`src/rtl/btn_step_ctrl.sv`:
```
// Converts a debounced button level into single-step pulses plus a wrapping step counter.
// Latency: step_pulse 1 cycle after the first sampled press, step_cnt updates 1 cycle later.
// No backpressure: pulses are fire-and-forget; optional auto-repeat built with BTN_STEP_REPEAT_EN.
module btn_step_ctrl #(
  parameter int CNT_W         = 4,
  parameter int CNT_MAX       = 15,
  parameter int HOLD_CYCLES   = 50000000,
  parameter int REPEAT_CYCLES = 20000000
) (
  input  logic             clk_100MHz,
  input  logic             rst_n,
  input  logic             btn_lvl,
  input  logic             btn_clr,
  output logic             step_pulse,
  output logic [CNT_W-1:0] step_cnt,
  output logic             wrap,
  output logic [1:0]       state_o
);

  // Encodings are visible on state_o, so they are fixed explicitly.
  typedef enum logic [1:0] {
    ST_IDLE   = 2'b00,
    ST_PRESS  = 2'b01,
    ST_REPEAT = 2'b10
  } state_e;

  localparam logic [CNT_W-1:0] CNT_LAST = CNT_W'(CNT_MAX);

  // Elaboration-time sanity checks on the configuration.
  if (CNT_W < 1) begin : g_bad_cnt_w
    $error("btn_step_ctrl: CNT_W must be at least 1");
  end
  if (CNT_MAX < 0 || CNT_MAX > (2 ** CNT_W) - 1) begin : g_bad_cnt_max
    $error("btn_step_ctrl: CNT_MAX does not fit in CNT_W bits");
  end
  // A one-cycle hold or repeat period would put two pulses back to back.
  if (HOLD_CYCLES < 2 || REPEAT_CYCLES < 2) begin : g_bad_timing
    $error("btn_step_ctrl: HOLD_CYCLES and REPEAT_CYCLES must be at least 2");
  end

  state_e           state_q;
  logic             step_pulse_q;
  logic [CNT_W-1:0] step_cnt_q, step_cnt_d;
  logic             wrap_q, wrap_d;
  logic             btn_q, clr_q;
  logic             armed_q;
  logic             rise, crise;

`ifdef BTN_STEP_REPEAT_EN
  localparam int TMR_MAX = (HOLD_CYCLES > REPEAT_CYCLES) ? HOLD_CYCLES : REPEAT_CYCLES;
  localparam int TMR_W   = $clog2(TMR_MAX + 1);
  localparam logic [TMR_W-1:0] HOLD_LAST = TMR_W'(HOLD_CYCLES - 1);
  localparam logic [TMR_W-1:0] REP_LAST  = TMR_W'(REPEAT_CYCLES - 1);

  logic [TMR_W-1:0] timer_q;
  logic [TMR_W-1:0] timer_inc;

  // Saturating increment: the terminal compares reset the timer long before
  // it fills, so this only guards against a silent wrap.
  always_comb begin
    timer_inc = timer_q;
    if (timer_q != {TMR_W{1'b1}}) begin
      timer_inc = timer_q + TMR_W'(1);
    end
  end
`endif

  // Edge registers sample the levels every cycle; armed_q masks the first
  // edge after reset so a button already held through reset is not a press.
  always_ff @(posedge clk_100MHz or negedge rst_n) begin
    if (!rst_n) begin
      btn_q   <= 1'b0;
      clr_q   <= 1'b0;
      armed_q <= 1'b0;
    end else begin
      btn_q   <= btn_lvl;
      clr_q   <= btn_clr;
      armed_q <= 1'b1;
    end
  end

  assign rise  = btn_lvl & ~btn_q & armed_q;
  assign crise = btn_clr & ~clr_q;

  // Press/repeat FSM with a registered one-cycle step pulse.
  always_ff @(posedge clk_100MHz or negedge rst_n) begin
    if (!rst_n) begin
      state_q      <= ST_IDLE;
      step_pulse_q <= 1'b0;
`ifdef BTN_STEP_REPEAT_EN
      timer_q      <= '0;
`endif
    end else begin
      step_pulse_q <= 1'b0;
      case (state_q)
        ST_IDLE: begin
          if (rise) begin
            state_q      <= ST_PRESS;
            step_pulse_q <= 1'b1;
`ifdef BTN_STEP_REPEAT_EN
            timer_q      <= '0;
`endif
          end
        end
        ST_PRESS: begin
          if (!btn_lvl) begin
            state_q <= ST_IDLE;
          end
`ifdef BTN_STEP_REPEAT_EN
          else if (timer_q == HOLD_LAST) begin
            state_q      <= ST_REPEAT;
            step_pulse_q <= 1'b1;
            timer_q      <= '0;
          end else begin
            timer_q <= timer_inc;
          end
`endif
        end
`ifdef BTN_STEP_REPEAT_EN
        ST_REPEAT: begin
          if (!btn_lvl) begin
            state_q <= ST_IDLE;
          end else if (timer_q == REP_LAST) begin
            step_pulse_q <= 1'b1;
            timer_q      <= '0;
          end else begin
            timer_q <= timer_inc;
          end
        end
`endif
        default: begin
          state_q <= ST_IDLE;
        end
      endcase
    end
  end

  // Counter next state: a clear rise wins over a coincident step, which is dropped.
  always_comb begin
    step_cnt_d = step_cnt_q;
    wrap_d     = 1'b0;
    if (crise) begin
      step_cnt_d = '0;
    end else if (step_pulse_q) begin
      if (step_cnt_q == CNT_LAST) begin
        step_cnt_d = '0;
        wrap_d     = 1'b1;
      end else begin
        step_cnt_d = step_cnt_q + CNT_W'(1);
      end
    end
  end

  // Step counter and wrap flag registers.
  always_ff @(posedge clk_100MHz or negedge rst_n) begin
    if (!rst_n) begin
      step_cnt_q <= '0;
      wrap_q     <= 1'b0;
    end else begin
      step_cnt_q <= step_cnt_d;
      wrap_q     <= wrap_d;
    end
  end

  assign step_pulse = step_pulse_q;
  assign step_cnt   = step_cnt_q;
  assign wrap       = wrap_q;
  assign state_o    = state_q;

  // Structural invariants of the pulse and counter paths.
  a_no_adjacent_pulse: assert property (@(posedge clk_100MHz) disable iff (!rst_n)
    step_pulse_q |=> !step_pulse_q);

  a_wrap_lands_on_zero: assert property (@(posedge clk_100MHz) disable iff (!rst_n)
    wrap_q |-> (step_cnt_q == '0));

`ifdef BTN_STEP_REPEAT_EN
  a_state_legal: assert property (@(posedge clk_100MHz) disable iff (!rst_n)
    state_q != 2'b11);
`else
  a_no_repeat_state: assert property (@(posedge clk_100MHz) disable iff (!rst_n)
    (state_q == ST_IDLE) || (state_q == ST_PRESS));
`endif

endmodule

```
`config.mk`:
```
export PLATFORM = sky130hd
export DESIGN_NAME = btn_step_ctrl
export DESIGN_NICKNAME = d
export VERILOG_FILES = /design/src/rtl/btn_step_ctrl.sv
export SDC_FILE = /design/constraint.sdc
export NUM_CORES = 1
export LEC_CHECK = 0
export ABC_CLOCK_PERIOD_IN_PS = 1000
export BUFFER_PORTS_ARGS = -buffer_cell sky130_fd_sc_hd__buf_2
export CORE_AREA = 10 10 47 49
export DETAILED_ROUTE_END_ITERATION = 10
export DIE_AREA = 0 0 57 59
export GPL_TIMING_DRIVEN = 1
export MAX_ROUTING_LAYER = met4
export SLEW_MARGIN = 20
export SYNTH_ARGS = -nofsm -noshare
export SYNTH_HDL_FRONTEND = slang
export SYNTH_SLANG_ARGS = --single-unit
```
`constraint.sdc`:
```
create_clock -name clk_100MHz -period 1 [get_ports clk_100MHz]
set_clock_uncertainty 0.05 [all_clocks]
set_input_delay 0.1 -clock clk_100MHz [delete_from_list [all_inputs] [get_ports clk_100MHz]]
set_output_delay 0.1 -clock clk_100MHz [all_outputs]
set_load 0.1 [all_outputs]
```
==> results.txt, run 1 <==
The slowest stage of the critical path is the dfrtp_4 cell. The number of max-capacitance violations reported is 0. The floorplan step set the die width to 57 µm. The cell sitting at the root of the clock tree is a clkbuf_4.

The number of antenna diodes came out at 0. The number of synthesized flops with an enable pin came out at 0. The die covers 3363 µm².

Setup repair after global routing could not meet its margin everywhere. The required time reported for the critical path endpoint is about 1.1 ns. The checks that failed: negative setup slack.

The power density over cell area came out at 1373 nW/µm². The total length of routed wires came out at 968 µm. The run finished, with violations left. The final core area utilization is 0.5750. In the synthesized netlist the async set-or-reset flop fraction comes to 1.000. The overall track demand over capacity in global routing came out at 0.06387. The switching portion of total power is 0.2907. In this run the number of H-tree levels came out at 1. The clock net in this run drives a total of 10 sinks. The final instance count without filler cells is 78. The share of total power dissipated in sequential elements is 0.402. Across the VDD grid, the largest voltage drop is about 840 µV. The number of max-slew violations in the final report came out at 0.

The synthesized flop and latch total is 10. The distinct cell type count after synthesis came out at 20. Summed over all failing endpoints, the final setup total negative slack is -1.358 ns. The internal power is a little under 800 µW. The placed instance count came out at between 60 and 70.

The initial antenna violation count was 0. The longest individual stage delay on the worst path is 0.49 ns. For this configuration, the core starts out at a cell density of 0.3036. The launch instance of the worst register-to-register path is step_cnt[1]. The die is 59 µm tall. The DRC violation count after routing came out at 0. The first detailed-routing pass ran for 4 iterations.

The critical path is of the flop to flop type. Traced cell by cell, the critical path runs through buf_12 > ha_4 > nand2_2 > xor2_1 > nor2_1. Broken down by cell family, the worst path's largest delay share belongs to flip-flops. The cell count after synthesis came out at 35. The fraction of the yosys area taken by sequential cells came out at 0.5882.

The number of DRC markers after the initial detailed-route iteration came out at 5. The total leakage power is 0.3432 nW. The via count of the first global-routing pass came out at 401. The longest clock path from root to sink contains 2 buffers. The type of destination of the critical path is a flop. In this run the worst hold path is classified as primary input to asynchronous set/reset pin. In the final layout, the share of cells above drive strength 1 is 0.6452. The highest net fanout along the worst path came out at 4. The post-detailed-route wirelength per cell came out at roughly 12 µm. In the layout the commonest cells are buf_12, buf_4, nor2_1, dfrtp_4. The most common flop cell mapped by yosys is dfrtp_1. The completed layout was analyzed and its total power is 1.106 mW.

The summed instance area of the synthesized netlist came out at 425.4 µm². The placement row count came out at 14. The average cell area after synthesis came out at about 12 µm². The data arrival at the endpoint of the critical path came out at roughly 1.3 ns.

The total congestion overflow is 0. Using the TritonRoute via totals, the vias-per-cell ratio works out to 4.526. The count of endpoints failing setup in the final report is 11.

The placeable core region is roughly 1400 µm². The congestion estimate from routability-driven global placement came to 0.6916. The number of placed I/O pins came out at 12. The share of total power dissipated in the clock network is 0.322.

The highest attainable clock frequency came out at 0.8321 GHz. The number of buffers and inverters on the critical path came out at 1. The clock transition at the registers of the reported paths came out at 0.07 ns. The total via count after detailed routing came out at 353.

The synthesized netlist net count is 40. The count of warnings emitted by yosys came out at 0. At the later pin of the worst-skew pair, clock insertion delay measures between 0.2 and 0.3 ns. The post-route worst setup slack came out at -0.2018 ns. The time the worst path needs with I/O delays and setup came out at between 1 and 1.5 ns. The worst setup path is launched from a flop. In this run the remaining antenna-violating nets after routing total 0. The first global-routing pass estimated 1662 µm of wire. The largest net degree at the start of global routing came out at 11. The ratio of final minimum period to clock period is 1.202.

The combinational fraction of design power is 0.276. The startpoint of the most critical setup path is step_cnt[1]. The number of endpoints with negative hold slack in the final report is 0.

The number of nets in the layout came out at 68. The net switching power came out at 321.6 µW. After legalization and detailed placement, the total HPWL measured ~590 µm. The layout-stage area growth over the synthesis result is 89.41%. In this run, CTS created clock tree buffers numbering 3. The count of buffers added on input and output ports is 10. TritonCTS built the clock tree.
## synth_stat cells (all sizes together), types with 2 or more instances
cell type	instances	area (µm²)
buf	2	18.77
nand3	2	10.01
nor2	4	15.01
a21oi	2	10.01
dfrtp	10	250.2
conb	2	7.510
## cell type report
class / instances / area [µm²]
Clock buffer: 4 / 36.28
Multi-Input combinational cell: 23 / 181.4
Sequential cell: 10 / 269.0
Tap cell: 16 / 20.02
Timing Repair Buffer: 25 / 299.0
Fill cell: 133 / 595.6
## timing repair
| action | CTS | global route |
|---|---|---|
| pin swaps | 3 | 2 |
| resized for setup | 4 | 2 |
| hold buffers | 3 | 0 |
| setup buffers | 9 | 0 |
| hold endpoints to repair | 12 | 0 |
| endpoints found under the setup margin | 11 | 12 |
## power groups by stage
stage | combinational [mW] | clock [mW] | sequential, mW
3_5_place_dp | 0.235 | 0 | 0.458
3_3_place_gp | 0.233 | 0 | 0.457
2_1_floorplan | 0.0523 | 0 | 0.548
4_1_cts | 0.300 | 0.377 | 0.444
6_report | 0.305 | 0.357 | 0.444
5_1_grt | 0.322 | 0.385 | 0.446
## metrics by stage
step                      setup slack, ns  hold WS, ns  instance area [µm²]
after floorplan                   -0.2467      -0.2456                456.7
after global placement           -0.08259     -0.08309                635.6
after detailed placement         -0.08059     -0.07982                635.6
after CTS                         -0.2010       0.1640                798.3
after global routing              -0.2503       0.1978                805.8
final                             -0.2018       0.1785                805.8
## state kept, by name (all words and copies together) (netlist names)
register and flops:
wrap 1, step_pulse 1, armed_q 1, clr_q 1, btn_q 1, state_o 1
step_cnt 4
## worst paths after layout
| check | to | slack (ns) | cells past startpoint |
|---|---|---|---|
| setup / recovery | step_cnt[2] | -0.20 | 5 |
| hold / removal | btn_q | 0.18 | 2 |
| setup reg to reg | step_cnt[2] | -0.20 | 5 |
| hold reg to reg | state_o[0] | 0.51 | 2 |
| max in group asynchronous | step_cnt[1] | 0.50 | 2 |
| min in group clk_100MHz | step_cnt[0] | 0.18 | 3 |
## metal layers
metal	up-vias	GRT usage	wire length, µm
met2	11	0.1101	510
li1	170	-	-
met1	170	0.05663	374
met4	0	0.05034	8
met5	-	-	0
met3	2	0.02146	75
## cells by family (layout without fill, tap and decap cells)
group,after synthesis,count (layout),share of synthesized area
AOI/OAI and AO/OA,4,4,0.07943
xor gates and xnor gates,1,1,0.02059
adders and majority gates,1,1,0.02941
buffers and inverters,2,29,0.04412
DFF,10,10,0.5882
muxes,1,1,0.02353
other,2,2,0.01765
and+or+nand+nor,14,14,0.1971
No activity file was read; power rests on OpenSTA's default activity.
==> run 2, diff against run 1 <==
- CORE_AREA: 10 10 47 49 -> 2 2 39 41
- DIE_AREA: 0 0 57 59 -> 0 0 41 43
==> run 2 against run 1 <==
The run still ends with negative setup slack left. Cell area is 2.8% lower. Core utilization decreased by 0.90 points. Register-to-register slack improved by 0.03 ns. Largest cell class unchanged. Cell count down 3.8%. Clock-buffer cell count is the same. Non-clock buffer count decreased by 3. Power down 2.3%. Sequential power increased by 1%. Maximum frequency hardly changed. Via count down 6.5%. Sequential share of layout area increased by 0.96 points.
==> results.txt, run 2 (same netlist as run 1, synthesis figures left out) <==
The die outline width came out at 41 µm (-28%). The time the worst path needs with I/O delays and setup came out at 1.201 ns (-0.001078 ns). Tracing the worst setup path back leads to its startpoint at step_cnt[0]. The area growth from synthesis to layout is 84.12%. Setup repair after global routing could not meet its margin everywhere. The die extent in y came out at 43 µm (-27%). The total cell area at the placement stage is 635.6 µm² (unchanged).

The remaining number of nets flagged by the antenna check after routing is 0 (unchanged). The data arrival at the endpoint of the critical path is 1.05 ns (-0.24 ns). The number of flip-flops in the largest register is 4 (unchanged).

The area of the die came out at 1763 µm² (-48%). The maximum buffer depth of the clock tree came to 2 (unchanged). The overall track demand over capacity in global routing came to 0.1225 (+0.05865). The critical path is of the flop to primary output type. The number of DRC markers after the initial detailed-route iteration is 0 (-5). The number of max-slew violations in the final report came out at 0 (unchanged). The routability congestion estimate is 0.6308 (-8.8%). The initial antenna violation count came out at 0 (unchanged). The library cells used most frequently in the layout, excluding fill and tap cells, are buf_12, buf_4, nor2_1, dfrtp_4. The placeable core region is 1384 µm² (-1.2%). The required time reported for the critical path endpoint is 0.85 ns (-0.24 ns). The run finished, with violations left. The power density over cell area came out at 1380 nW/µm² (+0.50%). The worst setup path is captured at a primary output. The global-route wire length before repair is 1380 µm (-17%). The final instance count without filler cells is 75 (-3.8%).

The number of antenna diodes came to 0 (unchanged). The placed instance count is 62 (unchanged). The number of nets in the layout came out at 65 (-4.4%). The fraction of layout instances using a drive strength above 1 came out at 0.6271 (-0.01804). The number of placed I/O pins came out at 12 (unchanged). The placement row count came to 14 (unchanged).

The kind of start point of the critical path is a flop. The highest attainable clock frequency came to 0.8329 GHz (about the same). The path class of the tightest hold or removal check is primary input to asynchronous set/reset pin. The detailed-router iteration count before antenna repair came to 1 (-3).

The number of endpoints with negative hold slack in the final report came out at 0 (unchanged). The maximum resistive drop on vdd came out at 827.0 µV (-1.9%). The ratio of final minimum period to clock period is 1.201 (about the same).

The post-route worst setup slack is -0.2007 ns (+0.001078 ns). The total congestion overflow came out at 0 (unchanged). The total leakage power was 0.3326 nW (-3.1%).

The DRC violation count after routing came out at 0 (unchanged). The highest net fanout along the worst path came out at 4 (unchanged). The post-detailed-route wirelength per cell came out at 11.67 µm (-6.0%). The clock transition at the registers of the reported paths came out at 0.06 ns (about the same). The area of all placed cells without fillers is 783.3 µm² (-2.8%). Leaving out fill and tap cells, the most frequent cell in the layout is buf_12.

The number of max-capacitance violations reported came out at 0 (unchanged). The setup slack at placement came to -0.1143 ns (-0.03371 ns). The number of H-tree levels is 1 (unchanged). The checks that failed: negative setup slack. The largest net degree at the start of global routing is 11 (unchanged). The total length of routed wires came out at 875 µm (-9.6%). TritonCTS built the clock tree. The worst register-to-register path begins at step_cnt[0]. The number of buffers added by the clock tree synthesis step was 3 (unchanged).

The CTS root buffer is clkbuf_4. The setup TNS was -1.221 ns (+0.1369 ns). The total number of clock tree sinks came to 10 (unchanged). The per-cell via count in the routed design is 4.400 (-2.8%).

The post-layout total power is 1.081 mW (-2.3%). The source-to-sink clock delay at the later pin of the worst-skew pair was 0.26 ns (about the same). The via count of the first global-routing pass is 310 (-23%).

The number of I/O port buffers came out at 10 (unchanged). The count of endpoints failing setup in the final report is 11 (unchanged). The initial cell density of the core is 0.3074 (+0.003843). The total via count after detailed routing is 330 (-6.5%).
## run 2: path summary, 6_finish.rpt
kind / slack, ns / depth (start not counted) / to
worst max-delay path: -0.20 / 2 / step_cnt[0]
worst min-delay path: 0.17 / 2 / btn_q
worst max register to register: -0.17 / 4 / step_cnt[3]
worst min register to register: 0.52 / 2 / state_o[0]
max in group asynchronous: 0.52 / 2 / step_cnt[1]
min in group clk_100MHz: 0.18 / 3 / step_cnt[0]
## run 2: layer usage
layer | track usage | routed length [µm]
met3 | 0.01571 | 29
met1 | 0.1565 | 370
met5 | - | 0
met2 | 0.1656 | 475
met4 | 0.1000 | 0
## run 2: what timing repair did
| action | in CTS | in global routing |
|---|---|---|
| hold endpoints to repair | 12 | 0 |
| pin swaps | 5 | 4 |
| hold buffers | 3 | 0 |
| resized for setup | 3 | 3 |
| setup buffers | 3 | 3 |
| setup endpoints to repair | 12 | 12 |
## run 2: worst max-delay path: stages, from the launching register on
cell and delay [ns]:
dfrtp_4 0.49, buf_6 0.14, buf_12 0.16
## run 2: where the power goes
group / leakage [nW] / internal, mW / total, mW / switching [mW]
logic: 0.193 / 0.116 / 0.277 / 0.161
clock network: 0.0210 / 0.221 / 0.354 / 0.133
registers: 0.119 / 0.430 / 0.450 / 0.0197
## run 2: area by class of cell
class                   instances  area [µm²]
multi-input cells              23       181.4
clock buffers                   4       36.28
fillers                       122       600.6
repair buffers                 22       276.5
flip-flops and latches         10       269.0
well taps                      16       20.02
## run 2: stage by stage
step                      hold slack (ns)  utilization
final                              0.1721       0.5660
after global routing               0.1805       0.5660
after CTS                          0.1680       0.5416
after detailed placement         -0.08209       0.4593
after global placement           -0.08461       0.4593
after floorplan                   -0.2456            -
==> run 3, diff against run 2 <==
- ABC_CLOCK_PERIOD_IN_PS: 1000 -> 1050
- clock period: 1 -> 1.05 ns (I/O delays scaled with it)
==> run 3 against run 2 <==
The run still ends with negative setup slack left. Clock power shrank 31%. Clock-buffer cell count decreased by 1. Sequential share of layout area up 1.5 points. Register-to-register slack improved by 0.06 ns. Core utilization decreased by 2.6 points. Setup slack improved by 0.059 ns. Largest cell class is now flip-flops and latches. Largest power group unchanged. Worst hold slack improved by 0.0064 ns. Critical path type unchanged. Cell count fell by 1.3%.
==> results.txt, run 3 (same netlist as run 1, synthesis figures left out) <==
The total cell area at the placement stage is 626.9 µm² (-1.4%). Setup repair after global routing could not meet its margin everywhere. The worst hold path belongs to the class primary input to asynchronous set/reset pin. Based on the critical path, the design can be clocked at up to about 0.84 GHz. The number of placed I/O pins came out at 12 (unchanged). The total leakage power came out at 0.3207 nW (-3.6%). The total congestion overflow came to 0 (unchanged).

The power density over cell area came out at 1249 nW/µm² (-9.5%). The total number of clock tree sinks is 10 (unchanged). The detailed-router iteration count before antenna repair is 3 (+2). The number of flip-flops in the largest register is 4 (unchanged). The required time reported for the critical path endpoint is 0.89 ns (+0.04 ns). Leaving out fill and tap cells, the most frequent cell in the layout is buf_12. The via count of the first global-routing pass came out at 304 (-1.9%). The checks that failed: negative setup slack.

The endpoint identified for the worst register-to-register timing path is step_cnt[3]. The clock transition at the registers of the reported paths is 0.06 ns (about the same). The overall track demand over capacity in global routing is 0.1120 (-0.01047).

The worst setup path is captured at a primary output. The number of max-capacitance violations reported came out at 0 (unchanged). The initial antenna violation count is 0 (unchanged). The placed instance count is 61 (-1.6%). The critical path in this run is classified as flop to primary output. The number of DRC markers after the initial detailed-route iteration is 1 (+1). The number of I/O port buffers came out at 10 (unchanged).

The cell sitting at the root of the clock tree is a clkbuf_4. The remaining number of nets flagged by the antenna check after routing is 0 (unchanged). The post-route worst setup slack came out at -0.1420 ns (+0.05864 ns). The highest net fanout along the worst path is 2 (-2).

The time the worst path needs with I/O delays and setup is 1.192 ns. The fraction of layout instances using a drive strength above 1 came out at 0.5690 (-0.05815). The number of nets in the layout came to 65 (unchanged). The routability congestion estimate is 0.7520 (+19%). The largest net degree at the start of global routing is 11 (unchanged). TritonCTS built the clock tree. The post-layout total power came out at 932.9 µW (-14%). The maximum buffer depth of the clock tree came out at 2 (unchanged). The layout-stage area growth over the synthesis result came out at 75.59%.

The startpoint identified for the worst register-to-register timing path is step_cnt[0]. The final instance count without filler cells came to 74 (-1.3%). The data arrival at the endpoint of the critical path is 1.04 ns (about the same). The post-detailed-route wirelength per cell came out at 9.703 µm (-17%). The number of H-tree levels was 1 (unchanged). The setup TNS came out at -0.6052 ns (+0.6158 ns). The area of all placed cells without fillers is 747.0 µm² (-4.6%).

The top cell types in the final layout, fill and taps aside, are buf_12, buf_4, nor2_1, dfrtp_1, dfrtp_4. The total length of routed wires is 718 µm (-18%). The global-route wire length before repair came out at 1276 µm (-7.5%).

The total via count after detailed routing came out at 325 (-1.5%). The setup slack at placement came to -0.02463 ns (+0.08967 ns). The count of endpoints failing setup in the final report came out at 8 (-3).

The initial cell density of the core is 0.3074 (unchanged). The number of buffers added by the clock tree synthesis step came to 3 (unchanged). The die extent in y is 43 µm (unchanged). The maximum resistive drop on vdd came out at 714.6 µV (-14%).

The path depth of the worst reg2reg path came out at 4 (unchanged). The DRC violation count after routing is 0 (unchanged). The ratio of final minimum period to clock period came out at 1.135. The area of the die came out at 1763 µm² (unchanged). The placeable core region came out at 1384 µm² (unchanged). Summed over all nets, the half-perimeter wirelength after detailed placement is around 510 µm. The source-to-sink clock delay at the later pin of the worst-skew pair is 0.26 ns (about the same).

The number of endpoints with negative hold slack in the final report came to 0 (unchanged). The per-cell via count in the routed design is 4.392 (-0.18%). STA classifies the critical path startpoint as a flop. The number of antenna diodes came out at 0 (unchanged).

The number of fill cells is 119 (-2.5%). The number of max-slew violations in the final report was 0 (unchanged). The die outline width is 41 µm (unchanged). The flow ran to the end, but the final reports show violations. The setup slack on the worst flop-to-flop path came out at -0.11 ns (+0.06 ns). In this run the worst setup path begins at step_cnt[0]. The placement row count is 14 (unchanged).
## run 3: cell count changes in the layout (fill, tap and decap cells not counted), sizes merged
| cell | delta |
|---|---|
| clkbuf | -1 |
## run 3: repair_timing
| item | CTS | global route |
|---|---|---|
| endpoints found under the hold margin | 12 | 0 |
| hold buffers | 3 | 0 |
| endpoints found under the setup margin | 10 | 8 |
| resized for setup | 3 | 1 |
| setup buffers | 7 | 0 |
| pin swaps | 3 | 2 |
## run 3: critical path, cell delays in order, from the launching register on
cell and delay, ns:
dfrtp_4 0.49, buf_6 0.13, buf_12 0.15
## run 3: worst max-delay path by stage
stage | endpoint | slack, ns | depth (start not counted)
CTS | step_cnt[1] | -0.15 | 2
detailed placement | step_cnt[3] | -0.02 | 3
finish | step_cnt[0] | -0.14 | 2
global route | step_cnt[0] | -0.17 | 2
global placement | step_cnt[3] | -0.02 | 3
floorplan | step_cnt[2] | -0.20 | 4
## run 3: per-layer routing
metal	part of all wire	global-route usage	up-vias
met5	0	-	-
met4	0.024	0.08000	0
met3	0.042	0.01571	2
met2	0.48	0.1531	8
met1	0.45	0.1463	153
li1	-	-	162
## run 3: power breakdown
group          total [mW]  leakage [nW]  switching (mW)  internal (mW)
clock network       0.246        0.0138           0.115          0.132
registers           0.425         0.120          0.0146          0.410
logic               0.262         0.187           0.154          0.108
total               0.933         0.321           0.283          0.650
## run 3: through the flow
step           hold slack, ns    util
2_1_floorplan         -0.2406       -
3_3_place_gp         -0.07589  0.4530
3_5_place_dp         -0.07585  0.4530
4_1_cts                0.1843  0.5371
5_1_grt                0.2074  0.5398
6_report               0.1785  0.5398
## run 3: cell type report
class / count / area (µm²) / area share
Sequential cell: 10 / 267.8 / 0.3585
Clock buffer: 3 / 22.52 / 0.03015
Tap cell: 16 / 20.02 / 0.02680
Timing Repair Buffer: 22 / 264.0 / 0.3534
Multi-Input combinational cell: 23 / 172.7 / 0.2312
